### config.mk
export PLATFORM = sky130hd
export DESIGN_NAME = bank_arbiter
export DESIGN_NICKNAME = d
export VERILOG_FILES = /design/src/rtl/bank_arbiter.sv
export SDC_FILE = /design/constraint.sdc
export NUM_CORES = 1
export LEC_CHECK = 0
export ABC_CLOCK_PERIOD_IN_PS = 3200
export BUFFER_PORTS_ARGS = -buffer_cell sky130_fd_sc_hd__buf_2
export CAP_MARGIN = 0
export CORE_MARGIN = 1.5
export CORE_UTILIZATION = 44
export CTS_CLUSTER_DIAMETER = 100
export DETAILED_ROUTE_END_ITERATION = 10
export GPL_TIMING_DRIVEN = 1
export PLACE_DENSITY = 0.68
export SYNTH_ARGS = -nofsm -noshare
export SYNTH_HDL_FRONTEND = slang
export SYNTH_SLANG_ARGS = --single-unit
### constraint.sdc
create_clock -name clk -period 3.2 [get_ports clk]
set_clock_uncertainty 0.1 [all_clocks]
set_input_delay 0.32 -clock clk [delete_from_list [all_inputs] [get_ports clk]]
set_output_delay 0.32 -clock clk [all_outputs]
set_load 0.1 [all_outputs]
### src/rtl/bank_arbiter.sv
// bank_arbiter
//
// Sits between memory mapping and the bank-side crossbars and resolves bank
// conflicts. Each accepted batch carries up to 2P lane requests, and each
// request is tagged with a target bank. Every grant cycle the arbiter gives
// each bank at most one lane. It keeps granting until every enabled lane of
// the batch has been served. The per-bank lane selects are packed exactly
// like the sel_BI_bus field layout that the bank input crossbar expects.
//
// Optional feature macro: BANK_ARB_RR_EN
//   undefined : fixed priority, lowest lane index wins.
//   defined   : per-bank round-robin pointer. The search starts at rr[k] and
//               wraps around. The pointer persists across batches.
//
// Ports
//   clk, rst       clock, synchronous active-high reset
//   in_valid       a request batch is presented
//   in_ready       the batch is accepted on an edge with in_valid && in_ready
//   req_en_bus     bit j   : lane j carries a real request
//   BI_bus         field j : target bank of lane j
//   sel_BI_bus     field k : lane granted to bank k (registered)
//   bank_en_bus    bit k   : bank k has a granted access (registered)
//   lane_done_bus  bit j   : lane j served this cycle (registered)
//   out_valid      grant outputs are meaningful (registered)
//   last           final grant cycle of the batch (registered)
//
// The lane count 2P is assumed to be a power of two (2P == 2**MAP). With that
// assumption, the round-robin search wraps by plain MAP-bit overflow.

module bank_arbiter #(
  parameter int P       = 2,
  parameter int MAP     = $clog2(2*P),
  parameter int BI_PACK = 2*P*MAP
) (
  input  logic               clk,
  input  logic               rst,
  input  logic               in_valid,
  output logic               in_ready,
  input  logic [2*P-1:0]     req_en_bus,
  input  logic [BI_PACK-1:0] BI_bus,
  output logic [BI_PACK-1:0] sel_BI_bus,
  output logic [2*P-1:0]     bank_en_bus,
  output logic [2*P-1:0]     lane_done_bus,
  output logic               out_valid,
  output logic               last
);

  localparam int N = 2*P;

  typedef enum logic {IDLE, GRANT} state_t;

  state_t             state_q;
  logic [N-1:0]       pend_q;
  logic [BI_PACK-1:0] bi_q;

  logic [BI_PACK-1:0] sel_q;
  logic [N-1:0]       bank_en_q;
  logic [N-1:0]       lane_done_q;
  logic               out_valid_q;
  logic               last_q;

`ifdef BANK_ARB_RR_EN
  logic [BI_PACK-1:0] rr_q;
`endif

  logic [BI_PACK-1:0] sel_d;
  logic [N-1:0]       bank_en_d;
  logic [N-1:0]       grant;
  logic [N-1:0]       rem;
  logic               found;
  logic [MAP-1:0]     idx;
  logic [MAP-1:0]     cand;
  logic               accept;

  // Winner search. Offsets are scanned from the highest to the lowest, so
  // the last match found is the one nearest the start point. The start point
  // is lane 0 for fixed priority, or rr[k] for round-robin.
  always_comb begin
    grant     = '0;
    sel_d     = '0;
    bank_en_d = '0;
    found     = 1'b0;
    idx       = '0;
    cand      = '0;
    if (state_q == GRANT) begin
      for (int k = 0; k < N; k++) begin
        found = 1'b0;
        idx   = '0;
        for (int o = N-1; o >= 0; o--) begin
`ifdef BANK_ARB_RR_EN
          cand = rr_q[k*MAP +: MAP] + MAP'(o);
`else
          cand = MAP'(o);
`endif
          if (pend_q[cand] && (bi_q[int'(cand)*MAP +: MAP] == MAP'(k))) begin
            found = 1'b1;
            idx   = cand;
          end
        end
        if (found) begin
          sel_d[k*MAP +: MAP] = idx;
          bank_en_d[k]        = 1'b1;
          grant[idx]          = 1'b1;
        end
      end
    end
  end

  // Lanes that are still waiting after this cycle's grants. When this is
  // zero, the current cycle is the batch's last one and a new batch can be
  // taken on the same edge.
  assign rem      = pend_q & ~grant;
  assign in_ready = !rst && ((state_q == IDLE) || (rem == '0));
  assign accept   = in_valid && in_ready;

  always_ff @(posedge clk) begin
    if (rst) begin
      state_q     <= IDLE;
      pend_q      <= '0;
      sel_q       <= '0;
      bank_en_q   <= '0;
      lane_done_q <= '0;
      out_valid_q <= 1'b0;
      last_q      <= 1'b0;
`ifdef BANK_ARB_RR_EN
      rr_q        <= '0;
`endif
    end else begin
      // Grant results are all zero outside GRANT, so these loads also
      // clear the outputs on idle cycles.
      sel_q       <= sel_d;
      bank_en_q   <= bank_en_d;
      lane_done_q <= grant;
      out_valid_q <= (state_q == GRANT);
      last_q      <= (state_q == GRANT) && (rem == '0);

      if (accept) begin
        pend_q  <= req_en_bus;
        state_q <= (req_en_bus != '0) ? GRANT : IDLE;
      end else if (state_q == GRANT) begin
        pend_q <= rem;
        if (rem == '0) begin
          state_q <= IDLE;
        end
      end

`ifdef BANK_ARB_RR_EN
      for (int k = 0; k < N; k++) begin
        if (bank_en_d[k]) begin
          rr_q[k*MAP +: MAP] <= sel_d[k*MAP +: MAP] + MAP'(1);
        end
      end
`endif
    end
  end

  // Bank targets are pure data. They are only read while pend_q marks them
  // live, so they do not need a reset.
  always_ff @(posedge clk) begin
    if (accept) begin
      bi_q <= BI_bus;
    end
  end

  assign sel_BI_bus    = sel_q;
  assign bank_en_bus   = bank_en_q;
  assign lane_done_bus = lane_done_q;
  assign out_valid     = out_valid_q;
  assign last          = last_q;

endmodule

**Word level (Yosys, flattened, before mapping)**

Cells that the tools add are included.

- Flip-flop bits (word level): 31
- Bits in latches: 0
- Bits in writable memories: 0
- Bits in read-only memories: 0
- Input port bits: 15
- Output and inout port bits: 19
- Word-level logic and storage cells: 144
- Memories kept: 0

- Add/sub/neg operators: 0
- Multipliers: 0
- Divide/modulo/power cells: 0
- $lt $le $gt $ge: 8
- Equality and inequality tests: 12
- Shifts and indexed selects: 0
- Muxes and demuxes: 66
- Bitwise gates (word level): 10
- Reduce and logical (&&, ||, !) cells: 37

Operators by type and width:

| operator | count |
|---|---|
| 2-bit 2-to-1 mux | 20 |
| 4-bit 2-to-1 mux | 10 |
| 1-bit 2-to-1 mux | 32 |
| 1-bit logical AND | 23 |
| 2-bit == test, second input constant | 8 |
| 2-bit by 3-bit < comparator with 1-bit output, second input constant | 4 |
| 4-bit bitwise OR | 3 |
| 3-bit OR reduction | 4 |
| 1-bit demux with 2-bit select | 4 |
| 2-bit by 1-bit == test with 1-bit output, second input constant | 4 |
| 2-bit by 1-bit >= comparator with 1-bit output, second input constant | 4 |
| 2-bit zero test | 4 |
| 1-bit NOT | 5 |
| 4-bit bitwise AND | 1 |
| 4-bit zero test | 1 |
| 4-bit NOT | 1 |
| 4-bit nonzero test | 1 |
| 2-bit nonzero test | 1 |
| 2-bit OR reduction | 1 |
| 1-bit zero test | 1 |
| 1-bit logical OR | 1 |

**Longest topological paths before layout**

Gate-level depths: netlist of run 1.

- Depth in word-level cells: 29
- Depth in mapped cells: 6
- Mapped depth without buffers: 5

**Least setup slack after synthesis of run 1**

OpenSTA, ideal clock, no wires.

- Path kind: flip-flop to output port
- Start point: reg bi_q[7]
- End point: out in_ready
- Arrival time: 2593 ps
- Required time: 2780 ps
- Path slack: 187 ps
- Cell stages (with the launch flop): 6
- Path buffers: 0
- Path through: edfxtp_1 or3b_1 nor4_1 a2111o_1 o211ai_1 nor2_1

- Word-level cells in the longest chain between the ends: 27
- Elaborated cells between the ends (all ways): 84
- Those cells by class: order compare: 8; eq/ne: 3; mux: 56; bitwise: 5; reduce/logical: 12

Ends and longest elaborated chain:

| item | RTL line | text |
|---|---|---|
| start, declared | 54 | `logic [BI_PACK-1:0] bi_q;` |
| start signal, assigned | 161 | `bi_q <= BI_bus;` |
| 2-bit zero test | 95 | `if (pend_q[cand] && (bi_q[int'(cand)*MAP +: MAP] == MAP'(k))) begin` |
| 1-bit logical AND | 95 |  |
| 2-bit 2-to-1 mux (4 in a row) | 95 |  |
| 2-bit 2-to-1 mux | 85 | `if (state_q == GRANT) begin` |
| 2-bit by 3-bit < comparator with 1-bit output (implied by the code) or 2-bit by 1-bit >= comparator with 1-bit output (tied branches) | 103 | `grant[idx] = 1'b1;` |
| 1-bit logical AND (implied by the code) | 103 |  |
| 1-bit 2-to-1 mux (implied by the code) | 103 |  |
| 1-bit demux with 2-bit select | 103 |  |
| (+8 left out) | n/a |  |
| 4-bit bitwise OR (no source line) | n/a |  |
| 4-bit 2-to-1 mux * | 100 | `if (found) begin` |
| 4-bit 2-to-1 mux * | 85 |  |
| 4-bit NOT * | 112 | `assign rem = pend_q & ~grant;` |
| 4-bit bitwise AND * | 112 |  |
| 4-bit zero test * | 113 | `assign in_ready = !rst && ((state_q == IDLE) \|\| (rem == '0));` |
| 1-bit logical OR * | 113 |  |
| 1-bit logical AND * | 113 |  |
| end, declared | 38 | `output logic in_ready,` |

Mark *: on every way between the ends. The rest lies on a longest branch, timed or not. The select of a mux whose other input is x is not followed.

**Final worst setup path of run 1**

- Start point: reg bi_q[0]
- End point: out in_ready

- Word-level cells in the longest chain between the ends: 24
- Elaborated cells between the ends (all ways): 60
- Those cells by class: order compare: 8; eq/ne: 3; mux: 32; bitwise: 5; reduce/logical: 12

Ends and longest elaborated chain:

| item | RTL line |
|---|---|
| 2-bit zero test | 95 |
| 1-bit logical AND | 95 |
| 2-bit 2-to-1 mux | 95 |
| 2-bit 2-to-1 mux | 85 |
| 2-bit by 3-bit < comparator with 1-bit output (implied by the code) or 2-bit by 1-bit >= comparator with 1-bit output (tied branches) | 103 |
| 1-bit logical AND (implied by the code) | 103 |
| 1-bit 2-to-1 mux (implied by the code) | 103 |
| 1-bit demux with 2-bit select | 103 |
| (+8 left out) | n/a |
| 4-bit bitwise OR (no source line) | n/a |
| 4-bit 2-to-1 mux * | 100 |
| 4-bit 2-to-1 mux * | 85 |
| 4-bit NOT * | 112 |
| 4-bit bitwise AND * | 112 |
| 4-bit zero test * | 113 |
| 1-bit logical OR * | 113 |
| 1-bit logical AND * | 113 |

Marked as above.

==> impl_metrics.csv, run 1 <==
group,metric,value,unit
status,run_status,"complete, no violations",
routing,vias_per_cell,5.49,
global_route,grt_pass1_vias,1089,
clock_tree,clk_path_buf_depth,2,
floorplanning,coreArea,0.00308,sq mm
synth,synthArstFlopShare,0,%
global_route,antenna_found_initial,0,
timing,fmaxAchievable,345,MHz
clock_tree,root_buffer,"clkbuf_4",
floorplanning,fp-row-count,20,
floorplanning,io_pins,34,
synth,ys_seq_elements,31,
layout,syn_to_final_growth,16.2,%
routing,detail_route.first_pass.iterations,4,
synth,synth_flop_cell,"dfxtp_1",
global_route,grt_pass1_wl,4740,um
worst_setup_path,crit_buf_inv,1,
synth,synthCells,139,
synth,ys_seq_area_share,48.9,%
layout,drive_gt1_share,27.6,%
power,vdd_drop_max,0.278,mV
floorplanning,die_h,60.1,um
floorplanning,initial_utilization,46.5,%
global_route,overflow,0,
worst_setup_path,crit_chain,"and3b_1 -> nor4b_2 -> a2111o_1 -> o211ai_1 -> nor2_1 -> buf_2",
worst_setup_path,crit_arrival,2480,ps
synth,synth.avg_cell_area,10.3,sq um
timing,worst_pin_slew,624,ps
layout,nNetsFinal,188,
routing,drt_iter0_drc,58,
clock_tree,postCtsSetupRepairBufs,0,
synth,synth_warnings,0,
synth,yosys-top-cells-area,"dfxtp_1 (32%), edfxtp_1 (17%), nand2_1 (3.9%), mux2i_1 (3.5%), and3b_1 (3.1%)",
timing,finalSetupViolations,0,
worst_setup_path,cp_slowest_stage_delay,590,ps
synth,ys_types,44,
worst_setup_path,critPathKind,"reg2out",
clock_tree,path_clk_slew,90,ps
floorplanning,dieArea,0.00361,sq mm
clock_tree,clk_latency,340,ps
min_path,hold_class,"in2reg",
routing,vias,1196,
clock_tree,cts_made_buffers,5,
job,cap_violations,0,
timing,relSlewSlack,57.3,%
synth,syn_nets,154,
worst_setup_path,cp_max_fo,10,
worst_setup_path,critPathTopFamily,"simple AND/OR/NAND/NOR gates",
worst_setup_path,cpMaxStageDelayCell,"edfxtp_1",
timing,hold_viol,0,
worst_setup_path,cp-end-kind,"primary output",
place,gp_congestion,0.919,
floorplanning,die_x,60.1,um
clock_tree,cts.sinks,31,
place,port_buffers,33,
routing,wire_per_inst,13.3,um
layout,n_fill_cell,286,
clock_tree,h-tree-depth,2,
timing,finalCriticalPeriod,2900,ps
power,power.leakage,0.753,nW
synth,synth_top_area_share,32.1,%
global_route,grt_max_degree,12,
timing,finalSetupTns,0,ps
clock_tree,postCtsResizedCells,0,
synth,netlist_area,0.00143,sq mm
synth,synth-edff-count,8,
global_route,grtUsageTotal,18.3,%
clock_tree,ctsHoldBuffers,0,
layout,post-route-util,54.1,%
timing,period_share,90.5,%
timing,slew_viol_final,0,
routing,ant_nets,0,
routing,drc,0,
worst_setup_path,start_kind,"register",
clock_tree,cts_tree,"done",
routing,wl,2910,um
worst_setup_path,cp.required,2780,ps
layout,n_antenna_cell,0,
power,p_per_area,445,mW/mm^2
timing,rsz0062_at_grt,"false",
synth,yosysTopAreaCell,"dfxtp_1",
place,post-dp-hpwl,2170,um
[power breakdown]
part / internal [mW] / leakage, nW / switching, mW
sequential: 0.414 / 0.262 / 0.0201
clock: 0.0854 / 0.0293 / 0.129
combinational: 0.0315 / 0.462 / 0.0619
total: 0.531 / 0.753 / 0.211
[registers in the layout, summed over array words and instances (netlist names)]
| register | cells |
|---|---|
| sel_BI_bus | 8 |
| out_valid | 1 |
| state_q | 1 |
| bank_en_bus | 4 |
| bi_q | 8 |
| last | 1 |
| lane_done_bus | 4 |
| pend_q | 4 |
[layout make-up]
| type | instances | area, sq um | share of cell area, % |
|---|---|---|---|
| sequential | 31 | 701 | 42.1 |
| multi-input combinational | 94 | 661 | 39.7 |
| timing repair buffer | 34 | 173 | 10.4 |
| tap | 44 | 55.1 | 3.31 |
| clock buffer | 7 | 45.0 | 2.70 |
| inverter | 7 | 26.3 | 1.58 |
| clock inverter | 1 | 5.00 | 0.301 |
[Yosys cell counts, types with 2 or more instances]
cell      instances
nor2b_1           3
buf_4             2
a21oi_1           2
nor2_1           10
a31oi_1           4
dfxtp_1          23
and3_1            6
nor3b_2           2
mux2i_1           5
xnor2_1           2
nand2_1          15
nor3_1            3
nor4_1            5
edfxtp_1          8
nor3b_1           2
o211ai_1          2
nand3b_1          2
inv_1             6
nand3_1           5
xor2_1            2
buf_2             3
and3b_1           5
[cell families (layout without fill, tap and decap cells)]
kind of cell / count (synthesis) / count (layout) / synth area share (%)
DFF: 31 / 31 / 48.9
muxes: 5 / 5 / 3.49
buffers and inverters: 14 / 49 / 4.98
xor gates and xnor gates: 4 / 4 / 2.45
and+or+nand+nor: 65 / 65 / 27.9
AOI/OAI and AO/OA: 20 / 20 / 12.3
[worst register-to-register path, delay by kind of cell, from the launching register on]
family,cells,cell delay (ps)
AND/OR/NAND/NOR,3,810
flip-flops,1,590
AO/OA/AOI/OAI,2,390
buffers and inverters,1,210
[metal layers]
| layer | GRT usage (%) | part of all wire (%) | vias to the layer above | wire length [um] |
|---|---|---|---|---|
| met4 | 12.7 | 3.9 | 0 | 113 |
| li1 | - | - | 580 | - |
| met1 | 21.1 | 43 | 556 | 1250 |
| met3 | 4.11 | 5.8 | 11 | 169 |
| met2 | 29.8 | 47 | 49 | 1370 |
| met5 | 0 | 0 | - | 0 |
[path summary, 6_finish.rpt]
| path | startpoint | to | slack (ps) | cells after the start |
|---|---|---|---|---|
| setup reg to reg | bi_q[0] | bi_q[6] | 830 | 6 |
| setup / recovery | bi_q[0] | in_ready | 300 | 6 |
| hold / removal | BI_bus[4] | bi_q[4] | 50 | 1 |
| hold reg to reg | pend_q[3] | pend_q[3] | 510 | 2 |
[metrics by stage]
step	setup WS (ps)	instances	hold slack, ps	power, mW	cell area (sq um)
2_1_floorplan	187	139	319	0.512	1430
3_3_place_gp	701	210	396	0.535	1620
3_5_place_dp	719	210	398	0.536	1620
4_1_cts	326	218	41.1	0.750	1670
5_1_grt	222	218	37.0	0.777	1670
6_report	304	218	48.2	0.742	1670
[layout by cell type (no fill, tap or decap), types with 3 or more instances in the layout]
cell and count:
buf_2 33, dfxtp_1 23, nand2_1 15, nor2_1 10, edfxtp_1 8, and3_1 6, inv_1 6, nand3_1 5
and3b_1 5, nor4_1 5, mux2i_1 5, clkbuf_4 5, a31oi_1 4, nor2b_1 3, nor3_1 3
Power figures use the tool's default switching activity.
==> run 2: changes to the inputs <==
--- a/config.mk
+++ b/config.mk
@@ -13,7 +13,7 @@
 export CTS_CLUSTER_DIAMETER = 100
 export DETAILED_ROUTE_END_ITERATION = 10
 export GPL_TIMING_DRIVEN = 1
-export PLACE_DENSITY = 0.68
+export PLACE_DENSITY = 0.73
 export SYNTH_ARGS = -nofsm -noshare
 export SYNTH_HDL_FRONTEND = slang
 export SYNTH_SLANG_ARGS = --single-unit
==> constraint.sdc (replaced) <==
create_clock -name clk -period 3.2 [get_ports clk]
set_clock_uncertainty 0.1 [all_clocks]
set_input_delay 0.32 -clock clk [delete_from_list [all_inputs] [get_ports clk]]
set_output_delay 0.32 -clock clk [all_outputs]
set_load 0.05 [all_outputs]
==> impl_metrics.csv, run 2 (synthesis gave the netlist of run 1 again) <==
group,metric,value,unit
clock_tree,clk_path_buf_depth,2,
worst_setup_path,r2r_cells,6,
global_route,grtUsageTotal,19.9,%
layout,mostFrequentLayoutCell,"buf_2",
job,cap_violations,0,
clock_tree,postCtsSetupRepairBufs,0,
power,power_frac_clock,33.2,%
power,seqPwrFrac,56.5,%
min_path,hold_class,"in2reg",
clock_tree,cts.sinks,31,
layout,nNetsFinal,188,
worst_setup_path,critPathKind,"reg2out",
timing,fmaxAchievable,358,MHz
timing,slew_viol_final,0,
timing,finalSetupTns,0,ps
timing,rsz0062_at_grt,"false",
global_route,grtUsageMet2,32.5,%
clock_tree,path_clk_slew,90,ps
clock_tree,clk_latency,330,ps
power,share_comb_of_total_power,10.3,%
timing,worst_pin_slew,721,ps
global_route,antenna_found_initial,0,
timing,finalSetupViolations,0,
floorplanning,fp-row-count,20,
global_route,grt_pass1_vias,1097,
floorplanning,coreArea,0.00308,sq mm
timing,hold_slack,60.4,ps
global_route,grt_pass1_wl,5000,um
clock_tree,cts_made_buffers,5,
timing,relSlewSlack,50.7,%
routing,wire_per_inst,14.6,um
worst_setup_path,cp.required,2780,ps
layout,syn_to_final_growth,17.6,%
layout,n_fill_cell,288,
global_route,top_usage_layer,"met2",
layout,drive_gt1_share,28.2,%
clock_tree,h-tree-depth,2,
power,p_int,575,uW
power,p_per_area,456,mW/mm^2
routing,wl,3180,um
timing,hold_viol,0,
power,power.leakage,0.762,nW
floorplanning,dieArea,0.00361,sq mm
routing,ant_nets,0,
global_route,overflow,0,
place,port_buffers,33,
worst_setup_path,cp-end-kind,"primary output",
global_route,use_met3,6.49,%
global_route,grt_max_degree,12,
routing,vias_per_cell,5.41,
floorplanning,io_pins,34,
global_route,use_met1,22.0,%
power,vdd_drop_max,0.246,mV
routing,vias,1179,
layout,n_antenna_cell,0,
layout,post-route-util,54.7,%
floorplanning,die_h,60.1,um
clock_tree,root_buffer,"clkbuf_4",
status,run_status,"complete, no violations",
layout,layout_common_cells,"buf_2 (33), dfxtp_1 (23), nand2_1 (15)",
routing,detail_route.first_pass.iterations,4,
place,post-dp-hpwl,2420,um
clock_tree,cts_tree,"done",
clock_tree,ctsHoldBuffers,0,
timing,period_share,87.4,%
worst_setup_path,start_kind,"register",
timing,finalCriticalPeriod,2800,ps
power,p_sw_share,25.2,%
worst_setup_path,cp_max_fo,9,
place,gp_congestion,0.837,
clock_tree,postCtsResizedCells,0,
floorplanning,initial_utilization,46.5,%
routing,drc,0,
floorplanning,die_x,60.1,um
min_path,hold_path_depth,1,
power,p_sw,193,uW
worst_setup_path,crit_arrival,2380,ps
routing,drt_iter0_drc,44,
==> run 2: changes by cell type in the layout (fill, tap and decap cells not counted), sizes merged <==
cell | before | now
clkbuf | 7 | 8
clkinv | 2 | 1
==> run 2: power groups by stage <==
stage / sequential [mW] / combinational [mW] / clock, mW
after floorplan: 0.441 / 0.0558 / 0
after global placement: 0.443 / 0.0773 / 0
after detailed placement: 0.443 / 0.0788 / 0
after CTS: 0.434 / 0.0791 / 0.264
after global routing: 0.436 / 0.0851 / 0.278
final: 0.434 / 0.0792 / 0.255
==> run 2: final cells by class <==
type	instances	area [sq um]	share of cell area [%]
sequential	31	701	41.6
inverter	7	26.3	1.56
tap	44	55.1	3.27
timing repair buffer	34	173	10.3
clock buffer	8	68.8	4.09
multi-input combinational	94	661	39.2
==> run 2: worst max-delay path: stages (launching register included) <==
cell,delay [ps]
edfxtp_1,540
nand3b_1,280
and4_4,200
a2111o_1,440
o211ai_1,290
nor2_1,70
buf_2,210
==> run 2: path summary, 6_finish.rpt <==
| kind | start | to | slack, ps |
|---|---|---|---|
| worst max-delay path | bi_q[1] | in_ready | 400 |
| worst max register to register | bi_q[0] | bi_q[1] | 820 |
| worst min register to register | pend_q[3] | pend_q[3] | 500 |
| worst min-delay path | BI_bus[0] | bi_q[0] | 60 |
==> run 2: metal layers <==
| layer | up-vias | part of all wire, % | wire (um) |
|---|---|---|---|
| met5 | - | 0 | 0 |
| met3 | 9 | 4.6 | 146 |
| met1 | 555 | 43 | 1370 |
| met2 | 32 | 49 | 1570 |
| met4 | 0 | 2.9 | 92 |
| li1 | 583 | - | - |
==> run 2: metrics by stage <==
step	instances	area, sq um	power, mW	setup slack [ps]
floorplan	139	1430	0.497	778
global placement	210	1620	0.520	784
detailed placement	210	1620	0.521	790
CTS	218	1680	0.777	398
global route	218	1680	0.799	277
finish	218	1680	0.768	403
